File: config.mk
export PLATFORM = sky130hd
export DESIGN_NAME = pipe_reg_chain
export DESIGN_NICKNAME = d
export VERILOG_FILES = /design/src/rtl/pipe_reg_chain.sv
export SDC_FILE = /design/constraint.sdc
export NUM_CORES = 1
export LEC_CHECK = 0
export CORE_MARGIN = 3
export CORE_UTILIZATION = 45
export DETAILED_ROUTE_END_ITERATION = 10
export GPL_TIMING_DRIVEN = 1
export PLACE_DENSITY = 0.87
export SKIP_CTS_REPAIR_TIMING = 1
export SLEW_MARGIN = 20
export SYNTH_ARGS = -nofsm -noshare
export SYNTH_HDL_FRONTEND = slang
export SYNTH_SLANG_ARGS = --single-unit
File: constraint.sdc
create_clock -name clk -period 2.2 [get_ports clk]
set_input_delay 0.22 -clock clk [delete_from_list [all_inputs] [get_ports clk]]
set_output_delay 0.22 -clock clk [all_outputs]
set_load 0.05 [all_outputs]
File: src/rtl/pipe_reg_chain.sv
// Parametrised pipeline-register chain: per-stage valid, stall, flush, output backpressure,
// optional bubble collapse, and a saturating stall-cycle counter for performance debug.
module pipe_reg_chain #(
  parameter int                WIDTH     = 32,
  parameter int                STAGES    = 4,
  parameter int                COLLAPSE  = 0,
  parameter logic [WIDTH-1:0]  RESET_VAL = '0
) (
  input  logic                              clk,
  input  logic                              rstn,
  input  logic                              in_valid,
  input  logic [WIDTH-1:0]                  in_data,
  output logic                              in_ready,
  input  logic [STAGES-1:0]                 stall,
  input  logic [STAGES-1:0]                 flush,
  input  logic                              out_ready,
  output logic                              out_valid,
  output logic [WIDTH-1:0]                  out_data,
  output logic [STAGES-1:0]                 stage_valid,
  output logic [STAGES*WIDTH-1:0]           stage_data,
  output logic [$clog2(STAGES+1)-1:0]       occupancy,
  output logic [31:0]                       stall_cycles
);

  localparam int OCC_W = $clog2(STAGES+1);

  logic [STAGES-1:0]             valid_q, valid_d;
  logic [STAGES-1:0][WIDTH-1:0]  data_q, data_d;
  logic [STAGES-1:0]             hold;
  logic [31:0]                   stall_cnt_q, stall_cnt_d;
  logic [OCC_W-1:0]              occ;

  // Hold ripples from the last stage backwards; it only reads registered valid and inputs.
  always_comb begin
    logic h;
    hold = '0;
    if (COLLAPSE != 0) h = stall[STAGES-1] | (valid_q[STAGES-1] & ~out_ready);
    else               h = stall[STAGES-1] | ~out_ready;
    hold[STAGES-1] = h;
    for (int i = STAGES-2; i >= 0; i--) begin
      if (COLLAPSE != 0) h = stall[i] | (valid_q[i] & h);
      else               h = stall[i] | h;
      hold[i] = h;
    end
  end

  always_comb begin
    valid_d = valid_q;
    data_d  = data_q;
    if (flush[0]) begin
      valid_d[0] = 1'b0;
      data_d[0]  = RESET_VAL;
    end else if (!hold[0]) begin
      valid_d[0] = in_valid;
      data_d[0]  = in_data;
    end
    // A stage that holds while its successor advances leaves a bubble behind it.
    for (int i = 1; i < STAGES; i++) begin
      if (flush[i]) begin
        valid_d[i] = 1'b0;
        data_d[i]  = RESET_VAL;
      end else if (!hold[i]) begin
        valid_d[i] = valid_q[i-1] & ~hold[i-1];
        data_d[i]  = data_q[i-1];
      end
    end
  end

  always_comb begin
    stall_cnt_d = stall_cnt_q;
    if (in_valid && !in_ready && (stall_cnt_q != 32'hFFFF_FFFF))
      stall_cnt_d = stall_cnt_q + 32'd1;
  end

  always_comb begin
    occ = '0;
    for (int i = 0; i < STAGES; i++)
      occ = occ + OCC_W'(valid_q[i]);
  end

  always_ff @(posedge clk or negedge rstn) begin
    if (!rstn) begin
      valid_q     <= '0;
      data_q      <= {STAGES{RESET_VAL}};
      stall_cnt_q <= '0;
    end else begin
      valid_q     <= valid_d;
      data_q      <= data_d;
      stall_cnt_q <= stall_cnt_d;
    end
  end

  assign in_ready     = ~hold[0];
  assign out_valid    = valid_q[STAGES-1] & ~stall[STAGES-1];
  assign out_data     = data_q[STAGES-1];
  assign stage_valid  = valid_q;
  assign stage_data   = data_q;
  assign occupancy    = occ;
  assign stall_cycles = stall_cnt_q;

endmodule

==> results_dict.tcl <==
set metrics [dict create \
    outcome "finished with violations" \
    violations "setup timing" \
    rr_worst_depth 6 \
    die_x_um 130 \
    hold_class "input pin to asynchronous set/reset pin" \
    totalWireLength_um 21000 \
    grt_pass1_vias 6121 \
    cap_violations 0 \
    num_rows 44 \
    core-area_um2 14800 \
    r2r-end "stall_cycles[28]" \
    max_slew_margin_pct 60.3 \
    regArea_um2 4130 \
    hold_violations 0 \
    grt_pass1_wl_um 32900 \
    finalInstanceArea_um2 10200 \
    start_util_pct 46.9 \
    die_h_um 130 \
    dp.cells 1100 \
    grt_setup_unrepaired "yes" \
    power_density_nw_per_um2 683 \
    vdd_ir_drop_max_uv 634 \
    insertion_delay_ns 0.42 \
    skew_ns 0.0107 \
    syn2layout_area_growth_pct 47.2 \
    fmax_ghz 0.453 \
    n_antenna_cell 0 \
    synth.net_count 757 \
    portBuffers 244 \
    crit-reg2reg-launch "stall_cycles[21]" \
    cts_tree "yes" \
    drive_gt1_share_pct 12.1 \
    avgRoutedWirePerCell_um 18.5 \
    synth_seq_area_share_pct 59.1 \
    place_area_um2 9590 \
    cts_made_buffers 17 \
    setup_tns_ns -0.00837 \
    instances_no_fill 1135 \
    drt_iter0_drc 272 \
    io_pins 245 \
    nets 986 \
    ys_types 40 \
    num_vias 6017 \
    syn_area_per_cell_um2 9.80 \
    fin_crit_sh_pct 100 \
    yosysWarnings 0 \
    period_needed_ns 2.21 \
    multi_input_comb_area_um2 2460 \
    place_congestion 0.922 \
    die-area_um2 17000 \
    required_ns 1.98 \
    cts_buffer_depth 2 \
    netlist_area_um2 6950 \
    avgViaCountPerCell 5.30 \
    fill_cells 1125 \
    endpoint_kind "primary output" \
    firstDrtPassIters 4 \
    groute.usage.overall_pct 25.2 \
    finalSetupViolCount 1 \
    cts-root-buf "clkbuf_16" \
    grt_overflow 0 \
    cp-start-kind "flop" \
    antenna_left 0 \
    drc 0 \
    final_common_cell "clkdlybuf4s50_1" \
    clkSinkCount 164 \
    h-tree-depth 4 \
    antenna_found_initial 0 \
    synthesis.instances 709 \
    criticalPathCategory "flop to primary output" \
    ys_ff_latch 164 \
    holdWs_ns 0.326 \
    cp_data_arrival_time_ns 1.99 \
    drv_slew 0 \
    final_cell_mix "clkdlybuf4s50_1 (238), nand2_1 (215), dfrtp_1 (142)" \
    worst_pin_slew_ns 0.594 \
    fin_ws_ns -0.00837 \
    critPathMaxFanout 2 \
    dp_slack_ns -0.195 \
    rrSetupSlack_ns 0.09 \
    hpwl_um 15100 \
    grt_max_degree 54 \
    path_clk_slew_ns 0.06 \
    power.leakage_nw 4.23 \
]
==> state kept, by name (all words and copies together) (netlist names) <==
signal / flops
stage_valid: 4
out_data: 32
stall_cycles: 32
stage_data: 96
==> how the worst max path moves through the flow <==
stage               cells after the start               end            start
CTS                                     6      occupancy[1]   stage_valid[0]
global route                            6      occupancy[1]   stage_valid[0]
detailed placement                      8  stall_cycles[16]         stall[2]
finish                                  6      occupancy[1]   stage_valid[0]
floorplan                               6  stall_cycles[29]  stall_cycles[8]
global placement                        7   stall_cycles[4]         stall[2]
==> per-layer routing <==
metal,GRT usage [%],up-vias,share of wire [%]
met5,0,-,0
met3,6.55,45,7.2
met2,41.4,244,49
met1,32.0,2926,41
li1,-,2802,-
met4,9.66,0,3.0
==> cell usage after synthesis <==
master    count  area, um2
or4_1         1       7.51
nor2_2        2       12.5
mux2_1        1       11.3
xnor2_1      16        140
clkbuf_1     32        120
a31oi_1       1       6.26
buf_2         5       25.0
nand2_1     215        807
or3_4         2       22.5
or3_2         1       7.51
or3_1         4       25.0
and4_1        2       17.5
mux2_2        1       11.3
or3b_2        1       8.76
nand2b_1      2       12.5
nor3_1        9       45.0
buf_4        32        240
xor2_1       12        105
nand4_2       2       25.0
and2_1        2       12.5
nor3b_1       1       7.51
fa_1          1       20.0
o311a_1       1       10.0
a21oi_1     102        510
o31ai_1       1       7.51
buf_1         3       11.3
dfrtp_1     164       4100
nor4_1        1       6.26
inv_2         1       3.75
nor4b_1       1       8.76
nand3_1      12       60.1
a32o_1        1       10.0
nand2_2       1       6.26
inv_1         9       33.8
ha_1          3       37.5
or3b_1        1       8.76
and3_1        8       50.1
nand4_1       9       56.3
a22o_1       32        280
nor2_1       14       52.6
==> logic make-up after synthesis <==
| family | after synthesis | share of synthesized area, % |
|---|---|---|
| fa+ha+maj | 4 | 0.828 |
| xor+xnor | 28 | 3.53 |
| mux | 2 | 0.324 |
| buf+inv | 82 | 6.25 |
| flops | 164 | 59.1 |
| compound gates | 138 | 11.9 |
| simple gates | 291 | 18.1 |
==> worst max-delay path, cell delays in order, from the launching register on <==
cell     delay [ns]
dfrtp_2        0.37
inv_2          0.06
fa_1           0.53
inv_1          0.04
ha_2           0.17
ha_4           0.27
buf_12         0.13
==> cell type report <==
| type | count | area share, % |
|---|---|---|
| sequential | 164 | 40.4 |
| timing repair buffer | 282 | 27.4 |
| multi-input combinational | 463 | 24.0 |
| clock buffer | 23 | 4.58 |
| tap | 184 | 2.25 |
| clock inverter | 9 | 1.03 |
| inverter | 10 | 0.367 |
==> where the power goes <==
part / total (W) / internal (W) / leakage, nW / switching (W)
registers: 0.00319 / 0.00310 / 2.23 / 0.0000883
clock network: 0.00286 / 0.00172 / 0.269 / 0.00114
logic: 0.000929 / 0.000337 / 1.73 / 0.000592
==> per-stage QoR <==
stage                     util (%)  total power [W]
final                         69.1          0.00698
after global routing          69.1          0.00724
after CTS                     68.6          0.00702
after detailed placement      64.8          0.00417
after global placement        64.8          0.00415
after floorplan                  -          0.00371
(Power assumes the default switching activity.)
